File: src/rtl/rv32i_core_sequencer.sv
// Multi-cycle control sequencer for the RV32I core: walks each instruction through
// fetch/decode/execute/memory/writeback and raises a sticky trap on faults.
module rv32i_core_sequencer #(
    parameter int unsigned dataW      = 32,
    parameter int unsigned memTimeout = 64
) (
    input  logic             clock,
    input  logic             nReset,
    input  logic             run,
    input  logic [6:0]       opcode,
    input  logic             regWriteControl,
    input  logic             ramRead,
    input  logic             ramWrite,
    input  logic             testBranch,
    input  logic             alwaysBranch,
    input  logic             branchTaken,
    input  logic             memReady,
    output logic             memReq,
    output logic             memWe,
    output logic             memSelIns,
    output logic             irLoad,
    output logic             pcWrite,
    output logic             pcBranch,
    output logic             regWriteEn,
    output logic             wbFromRam,
    output logic             trap,
    output logic [1:0]       trapCause,
    output logic [dataW-1:0] instCount
);

    localparam int unsigned WAIT_W = (memTimeout > 0) ? $clog2(memTimeout + 1) : 1;
    localparam logic [WAIT_W-1:0] WAIT_LAST = WAIT_W'((memTimeout > 0) ? memTimeout - 1 : 0);
    localparam logic TIMEOUT_ON = (memTimeout > 0);

    typedef enum logic [2:0] {
        IDLE   = 3'd0,
        FETCH  = 3'd1,
        DECODE = 3'd2,
        EXEC   = 3'd3,
        MEM    = 3'd4,
        WB     = 3'd5,
        TRAP   = 3'd6
    } state_t;

    state_t             state_q, state_d;
    logic [WAIT_W-1:0]  wait_q, wait_d;
    logic               trap_q, trap_d;
    logic [1:0]         trap_cause_q, trap_cause_d;
    logic [dataW-1:0]   inst_count_q, inst_count_d;
    logic               opcode_legal;
    logic               timeout_hit;

    // Opcodes the core implements; FENCE and SYSTEM deliberately fall through as illegal.
    always_comb begin
        opcode_legal = 1'b0;
        case (opcode)
            7'b0110011, 7'b0010011, 7'b0110111, 7'b0010111, 7'b1101111,
            7'b1100111, 7'b1100011, 7'b0000011, 7'b0100011: opcode_legal = 1'b1;
            default: opcode_legal = 1'b0;
        endcase
    end

    assign timeout_hit = TIMEOUT_ON && (wait_q == WAIT_LAST);

    always_comb begin
        state_d      = state_q;
        wait_d       = wait_q;
        trap_d       = trap_q;
        trap_cause_d = trap_cause_q;
        inst_count_d = inst_count_q;
        memReq       = 1'b0;
        memWe        = 1'b0;
        memSelIns    = 1'b0;
        irLoad       = 1'b0;
        pcWrite      = 1'b0;
        pcBranch     = 1'b0;
        regWriteEn   = 1'b0;
        wbFromRam    = 1'b0;

        case (state_q)
            IDLE: begin
                if (run) begin
                    state_d = FETCH;
                    wait_d  = '0;
                end
            end
            FETCH: begin
                memReq    = 1'b1;
                memSelIns = 1'b1;
                // A response in the final allowed cycle still beats the timeout.
                if (memReady) begin
                    irLoad  = 1'b1;
                    state_d = DECODE;
                end else if (timeout_hit) begin
                    state_d      = TRAP;
                    trap_d       = 1'b1;
                    trap_cause_d = 2'd2;
                end else begin
                    wait_d = wait_q + WAIT_W'(1);
                end
            end
            DECODE: begin
                if (opcode_legal) begin
                    state_d = EXEC;
                end else begin
                    state_d      = TRAP;
                    trap_d       = 1'b1;
                    trap_cause_d = 2'd1;
                end
            end
            EXEC: begin
                if (ramRead | ramWrite) begin
                    state_d = MEM;
                    wait_d  = '0;
                end else begin
                    state_d = WB;
                end
            end
            MEM: begin
                memReq = 1'b1;
                memWe  = ramWrite;
                if (memReady) begin
                    state_d = WB;
                end else if (timeout_hit) begin
                    state_d      = TRAP;
                    trap_d       = 1'b1;
                    trap_cause_d = 2'd3;
                end else begin
                    wait_d = wait_q + WAIT_W'(1);
                end
            end
            WB: begin
                pcWrite      = 1'b1;
                pcBranch     = alwaysBranch | (testBranch & branchTaken);
                regWriteEn   = regWriteControl;
                wbFromRam    = ramRead & ~ramWrite;
                inst_count_d = inst_count_q + dataW'(1);
                wait_d       = '0;
                state_d      = run ? FETCH : IDLE;
            end
            TRAP: begin
                state_d = TRAP;
            end
            default: begin
                state_d = IDLE;
            end
        endcase
    end

    always_ff @(posedge clock or negedge nReset) begin
        if (!nReset) begin
            state_q      <= IDLE;
            wait_q       <= '0;
            trap_q       <= 1'b0;
            trap_cause_q <= 2'd0;
            inst_count_q <= '0;
        end else begin
            state_q      <= state_d;
            wait_q       <= wait_d;
            trap_q       <= trap_d;
            trap_cause_q <= trap_cause_d;
            inst_count_q <= inst_count_d;
        end
    end

    assign trap      = trap_q;
    assign trapCause = trap_cause_q;
    assign instCount = inst_count_q;

endmodule

File: config.mk
export PLATFORM = sky130hd
export DESIGN_NAME = rv32i_core_sequencer
export DESIGN_NICKNAME = d
export VERILOG_FILES = /design/src/rtl/rv32i_core_sequencer.sv
export SDC_FILE = /design/constraint.sdc
export NUM_CORES = 1
export LEC_CHECK = 0
export BUFFER_PORTS_ARGS = -buffer_cell sky130_fd_sc_hd__buf_2
export CORE_MARGIN = 5
export CORE_UTILIZATION = 25
export DETAILED_ROUTE_END_ITERATION = 10
export MAX_ROUTING_LAYER = met4
export PLACE_DENSITY = 0.42
export SLEW_MARGIN = 20
export SYNTH_ARGS = -nofsm -noshare
export SYNTH_HDL_FRONTEND = slang
export SYNTH_SLANG_ARGS = --single-unit
export TNS_END_PERCENT = 20
File: constraint.sdc
create_clock -name clock -period 1.7 [get_ports clock]
set_clock_uncertainty 0.05 [all_clocks]
set_input_delay 0.17 -clock clock [delete_from_list [all_inputs] [get_ports clock]]
set_output_delay 0.17 -clock clock [all_outputs]
set_load 0.02 [all_outputs]
==> results of run 1 <==
## cell families (layout without fill, tap and decap cells)
family / count (synthesis) / count (layout) / share of synthesized area (%)
fa+ha+maj: 2 / 2 / 1.036
compound gates: 34 / 34 / 10.10
flops: 45 / 45 / 46.61
mux: 2 / 2 / 0.8804
xor+xnor: 32 / 32 / 11.60
simple gates: 90 / 90 / 26.15
buf+inv: 18 / 112 / 3.625
## per-layer routing
| layer | share of wire, % | global-route usage, % |
|---|---|---|
| met3 | 5.2 | 2.567 |
| met1 | 46 | 13.20 |
| met5 | 0 | - |
| met4 | 0.86 | 2.705 |
| met2 | 48 | 17.45 |
## power by group through the flow
| stage | sequential [mW] | clock (mW) | combinational, mW |
|---|---|---|---|
| 5_1_grt | 1.31 | 0.771 | 1.55 |
| 6_report | 1.29 | 0.701 | 1.40 |
| 4_1_cts | 1.31 | 0.735 | 1.31 |
| 3_5_place_dp | 1.32 | 0 | 1.24 |
| 2_1_floorplan | 1.34 | 0 | 0.719 |
| 3_3_place_gp | 1.31 | 0 | 1.25 |
## final cells by class
type	count	area (µm²)	share of cell area, %
well taps	129	161.4	4.948
clock inverters	3	21.27	0.6521
inverters	8	40.04	1.227
multi-input cells	160	1244	38.13
clock buffers	5	68.82	2.110
repair buffers	96	598.1	18.34
flip-flops and latches	45	1129	34.60
## worst max-delay path: cells and delay by family (launching register included)
| kind | cells | cell delay (ps) |
|---|---|---|
| and+or+nand+nor | 2 | 260 |
| buffers and inverters | 3 | 440 |
| DFF | 1 | 410 |
## worst max path at each step
stage                                 to                       from  slack [ps]  cells after the start
2_1_floorplan      wait_q[2]$_DFFE_PN0P_      wait_q[0]$_DFFE_PN0P_          30                      5
3_3_place_gp       wait_q[2]$_DFFE_PN0P_      wait_q[0]$_DFFE_PN0P_          20                      5
3_5_place_dp       wait_q[2]$_DFFE_PN0P_      wait_q[0]$_DFFE_PN0P_         -20                      5
4_1_cts                           memReq     state_q[2]$_DFFE_PN0P_         -30                      4
5_1_grt        instCount[24]$_DFFE_PN0P_  instCount[12]$_DFFE_PN0P_          -2                      4
6_report                       wbFromRam     state_q[1]$_DFFE_PN0P_          70                      5
## through the flow
step / hold WS, ps / instance area [µm²] / setup TNS, ps
final: 187.0 / 3262 / 0
after CTS: 180.4 / 3193 / -33.86
after global routing: 196.2 / 3262 / -2.330
after detailed placement: 93.59 / 3068 / -16.95
after global placement: 97.69 / 3068 / 0
after floorplan: -175.6 / 2416 / 0
## Yosys cell counts, types with 5 or more instances
library cell	instances
nand3_1	14
nor3_1	5
nor4_2	7
and2_1	6
and4_1	7
a21oi_1	5
xnor2_1	21
xor2_1	11
dfrtp_1	45
nand2_1	16
inv_1	7
nand4_1	8
nor2_1	7
## state kept, by name, summed over array words and instances, names as in the netlist
signal / cells
instCount: 32
wait_q: 7
trap: 1
state_q: 3
trapCause: 2
## what timing repair did
action | in CTS | in global routing
setup buffers | 0 | 4
pin swaps | 0 | 2
resized for setup | 9 | 12
hold buffers | 1 | 0
setup endpoints to repair | 6 | 18
hold endpoints to repair | 17 | 0
## cell usage in the layout, fill, tap and decap left out, types with 6 or more instances in the layout
| cell | instances |
|---|---|
| xnor2_1 | 21 |
| dfrtp_1 | 43 |
| buf_2 | 57 |
| and4_1 | 6 |
| nand3_1 | 13 |
| nor4_2 | 7 |
| xor2_1 | 11 |
| nand4_1 | 8 |
| buf_4 | 36 |
| nand2_1 | 16 |
| nor2_1 | 7 |
| and2_1 | 6 |
==> run summary, run 1 <==
The flow ran to the end, and the final reports show no timing, DRC or antenna violations. In this run the cell area of the synthesized design comes to 0.002416 mm². The routed wire length came out at around 5800 µm. The clock-pin slew on the worst setup and hold paths came out at 80 ps. In the final layout, the share of cells above drive strength 1 is approximately two fifths. The internal power came out at between 2 and 2.5 mW. The critical path class is flop to output pin. The final cycle utilization of the critical path is between 90 and 100%. Summed over all layers, the global routing overflow is 0. The leakage power came out at between 1.5 and 2 nW.

The routability congestion estimate from global placement is ~0.73. After technology mapping, the gate count stands at roughly 220. The final layout contains roughly 340 nets. The die extent in y is approximately 110 µm. In this run the critical register-to-register path is launched from instCount[0]$_DFFE_PN0P_. The largest single stage delay on the critical path is just over 400 ps. For hold timing, the worst endpoint is state_q[0]$_DFFE_PN0P_. The global-route total usage across every layer is between 10% and 20%. The vias after detailed routing came out at around 2000. The number of hold violations in the final report is 0.

The destination of the worst register-to-register timing path is instCount[17]$_DFFE_PN0P_. The clock share of power is 20.7%. The first routing iteration left 41 violations. The sequential area share after synthesis came out at between 40% and 50%. The combinational group share of total power is around two fifths. The internal reg-to-reg setup slack is 100 ps. The shortest clock period the worst path allows after layout is about 1600 ps. During synthesis, Yosys emitted a total of 0 warnings. The count of unique library cells instantiated by Yosys is between 50 and 60. The top-level port count came out at 60.

Summed over all instances, the cell type with the most area after synthesis is dfrtp_1. The required time of the critical path came out at approximately 1500 ps. The mean routed wirelength per cell came out at between 10 and 15 µm.

The total instance count after detailed placement came out at between 400 and 500. The tree is rooted in a clkbuf_8. Setup violations remaining at the end of the flow were counted as 0. The repair_antennas step left the layout with diodes totalling 0.

For this run, asynchronously set or reset flops after synthesis account for 100.0%. Setup repair after global routing could not meet its margin everywhere. The sequential group share of total power is between 30% and 40%. The net count after synthesis is between 200 and 250.

The worst path meets setup with 71.12 ps of slack. The worst-case headroom to the max-slew limit came out at approximately 70%. The number of antenna violations at the first check in global routing came to 0. Max-cap violations in this run came to 0. STA classifies the critical path endpoint as an output pin. The number of vias per cell came out at 4.567. The number of cells in the finished layout apart from fillers came out at 446. Data on the critical path arrives at its endpoint at roughly 1400 ps. The worst hold path was traced through 4 stages.

The total number of placement rows came out at 35. The count of buffers added on input and output ports is just under 60. The layout has between 900 and 1000 filler cells. From left edge to right edge, the die measures between 100 and 150 µm.

The total power consumption of the routed design is approximately 3.4 mW. The CTS tree is yes. Compared with the post-synthesis result, the final layout area differs by 35.01%. The starting density of the core came out at around a quarter. The die area is around 0.012 mm².

The largest fanout on the critical path came out at 7. VDD sags by at most around 0.44 mV. Timing would allow up to approximately 600 MHz. The top cell type by area accounts for between 40% and 50% of the synthesized area.

Yosys mapped a number of flops with a built-in enable equal to 0. The startpoint identified for the worst hold timing path is ramRead. The floorplan step defined a core boundary enclosing approximately 0.0093 mm². The H-tree depth reported by CTS is 2. After detailed routing, the number of remaining DRC violations is 0. The number of buffers created by CTS came out at 5. The number of sinks handled by clock tree synthesis is 45.

Once detail routing completed, the nets flagged for antenna violations numbered 0. The share of total power consumed by net switching is between 30% and 40%. The transition at the pin with the smallest max-transition slack is 440.1 ps. For this design, the slowest cell found on the critical path is dfrtp_1.

The path class of the tightest hold or removal check is input pin to flop. The first-pass iteration count of the detailed router came out at 4. Clock latency on the worst-skew pair, taken at its later pin, is about 300 ps. The signal on the critical path passes through buf_4 -> inv_4 -> nand3_4 -> nor3b_1 -> buf_2. The flip-flop and latch count after synthesis came out at 45. The worst setup path is launched from a flop.

The pin count of the biggest net entering global routing came out at 29. Once detailed placement completed, the half-perimeter wirelength came to about 4400 µm. The worst slack after detailed placement came out at -16.95 ps.

No sink is reached through more buffers than the 2 on the longest clock path. Among all flip-flop cells after synthesis, the most frequent one is dfrtp_1. The total power per unit cell area is slightly above 1000 mW/mm². The utilization after layout came out at approximately a third.

The final-report max-slew violation count came out at 0. The depth of the worst register-to-register path came out at 4. The first-pass GRT wire length came out at about 9800 µm.

The via count of the first global-routing pass came out at around 2100. In this run the mean area of a mapped cell was around 11 µm². The power spent charging and discharging nets came out at about 1.3 mW. Ranked by total cell area, the synthesized netlist is headed by dfrtp_1 47%, xnor2_1 7.6%, xor2_1 4.0%.
Power figures use the tool's default switching activity.
==> inputs of run 2 (changes only) <==
Settings changed: CORE_UTILIZATION 25 to 35, PLACE_DENSITY 0.42 to 0.55.
==> run 2 against run 1 <==
Compared with the run above: worst setup slack worse by 4.7 ps; die area down 26%; sequential share of layout area is 0.86 points higher; maximum frequency down 0.29%; routed wire length fell by 2.8%; largest cell class unchanged.
==> run summary, run 2 (same netlist as run 1, synthesis figures left out) <==
The flow ran to the end, and the final reports show no timing, DRC or antenna violations. The startpoint kind of the worst setup timing path is a flop. Summing all multi-input logic gate instances after layout gives 0.001266 mm². The depth of the worst register-to-register path is 5. The worst-case headroom to the max-slew limit is between 60% and 70%. The clock-pin slew on the worst setup and hold paths is 90 ps.

Traced cell by cell, the critical path runs through xnor2_2 -> or2_4 -> inv_2 -> buf_4. The total power per unit cell area came out at 1057 mW/mm². The internal reg-to-reg setup slack came out at 80 ps. The depth of the worst hold-timing path came out at 4. The total congestion overflow after global routing is 0.

The clock root buffer master is clkbuf_8. The first-pass iteration count of the detailed router came out at 4. The final-report max-slew violation count is 0. The total power consumption of the routed design is between 3 and 4 mW. In the routed design, unresolved DRC markers number 0. The core box area is around 0.0068 mm². The slowest library cell on the worst path is dfrtp_2. The number of max-cap violations came out at 0. Leaving out fill and tap cells, the most frequent cell in the layout is buf_2. TritonCTS built the clock tree. The detail route stage leaves a number of antenna-violating nets equal to 0. The growth of design area from synthesis to finish came out at 31.75%.

The largest fanout on the critical path came out at 5. Excluding fillers, the count of instances in the completed layout stands at slightly below 400. The die outline width came out at 93.09 µm. The antenna diode count came out at 0.

The number of sinks handled by clock tree synthesis is 45. The shortest clock period the worst path allows after layout came out at approximately 1600 ps. After the last flow step, the layout net total stands at 330.

The top-level port count is 60. Wires add up to approximately 5700 µm. The clock latency at the later pin of the worst-skew pair is about 300 ps. On the worst path, the slowest cell contributes a delay of 450 ps. The number of placed instances, taps included, is 379. The number of logic stages on the critical path including buffering came out at 4. The required time of the critical path is roughly 1500 ps. The signal arrival time at the worst endpoint is between 1000 and 1500 ps. The die extent in y came out at approximately 93 µm. Global routing used 13.98% of the available tracks across all layers. The leakage power is 1.594 nW. The vias after detailed routing is a little over 2000. The critical path class is flop to output pin. Static timing analysis puts the maximum clock frequency at about 610 MHz. The number of port buffers came out at between 50 and 60. The post-route worst hold slack is about 180 ps.

The starting density of the core is around 36%. The die covers 0.008665 mm². Dividing the detail-routed via count by the number of cells gives a little over 5. The HPWL after detailed placement is between 4000 and 5000 µm.

The top cell types in the final layout, fill and taps aside, are 56 x buf_2, 43 x dfrtp_1, 32 x buf_4, 20 x xnor2_1, 16 x nand2_1. The critical path capture point type is an output pin. The final cycle utilization of the critical path is approximately 96%. Fill cells in the final layout number 669. Setup total negative slack on the finished layout was measured at 0 ps. For this block, the initial DRC count from the detailed router was 49. The family with the most delay on the worst path is flip-flops. The total number of placement rows came out at 30. The final setup violation count is 0. The count of buffering cells on the critical path with inverters included is 2. The routability congestion estimate from global placement came out at 0.8283. The number of buffers on the longest clock path came out at 2. The via count of the first global-routing pass came out at around 2000. The number of flip-flops in the largest register is 32. The number of antenna violations at the first check in global routing was 0.

The first-pass GRT wire length came out at between 9000 and 10000 µm. The tightest min-delay check is of the input pin to flop type. The share of final-layout standard cells stronger than drive strength 1 is 41.35%. The utilization after layout came out at a little under half. The number of hold violations in the final report came out at 0. The pin count of the biggest net entering global routing came out at between 40 and 50. The mean routed wirelength per cell is 14.48 µm. The number of buffers created by CTS is 5. VDD sags by at most 0.7718 mV. The H-tree depth reported by CTS came out at 2. The area occupied by registers came out at 0.001129 mm². For the pin with the worst max-slew slack, the measured transition is ~460 ps.
==> run 2: cell types whose count changed in the layout (fill, tap and decap cells not counted), sizes merged <==
cell          previous run  this run
buf                     94        90
clkinv                   1         3
dlymetal6s2s             1         0
clkinvlp                 1         0
inv                      9         8
==> run 2: worst paths after layout <==
check	to	start
setup reg to reg	instCount[26]$_DFFE_PN0P_	state_q[1]$_DFFE_PN0P_
setup / recovery	memReq	state_q[2]$_DFFE_PN0P_
hold reg to reg	instCount[31]$_DFFE_PN0P_	instCount[31]$_DFFE_PN0P_
max in group asynchronous	state_q[0]$_DFFE_PN0P_	nReset
min in group asynchronous	instCount[10]$_DFFE_PN0P_	nReset
hold / removal	state_q[0]$_DFFE_PN0P_	ramRead
==> run 2: worst reg2reg max path: cells and delay by family, from the launching register on <==
kind	cells	cell delay, ps
xor gates and xnor gates	1	170
DFF	1	420
and+or+nand+nor	3	770
buffers and inverters	1	160
==> run 2: final cells by class <==
cell class	instances	share of cell area, %
clock buffers	5	2.162
clock inverters	3	0.7075
inverters	8	1.101
multi-input cells	160	39.78
flip-flops and latches	45	35.46
well taps	80	3.145
repair buffers	91	17.65
==> run 2: what timing repair did <==
| action | CTS | global route |
|---|---|---|
| endpoints found under the hold margin | 45 | 0 |
| pin swaps | 0 | 3 |
| gates resized for setup | 7 | 16 |
| buffers inserted | 2 | 2 |
| hold buffers | 1 | 0 |
| setup endpoints to repair | 7 | 14 |
==> run 2: stage by stage <==
step                area [µm²]  worst slack, ps
floorplan                 2416            34.62
global placement          2969            40.46
detailed placement        2969           -15.32
CTS                       3105            14.86
global route              3183           -2.159
finish                    3183            66.38
==> run 2: per-layer routing <==
layer	global-route usage [%]	wire length [µm]	up-vias
met2	21.96	2653	50
met4	4.396	62	0
li1	-	-	981
met3	2.977	275	5
met5	-	0	-
met1	18.12	2686	979
==> run 2: power breakdown <==
group | internal [mW] | total [mW] | switching (mW)
clock | 0.292 | 0.685 | 0.393
sequential | 1.18 | 1.29 | 0.111
combinational | 0.633 | 1.39 | 0.754
total | 2.11 | 3.37 | 1.26
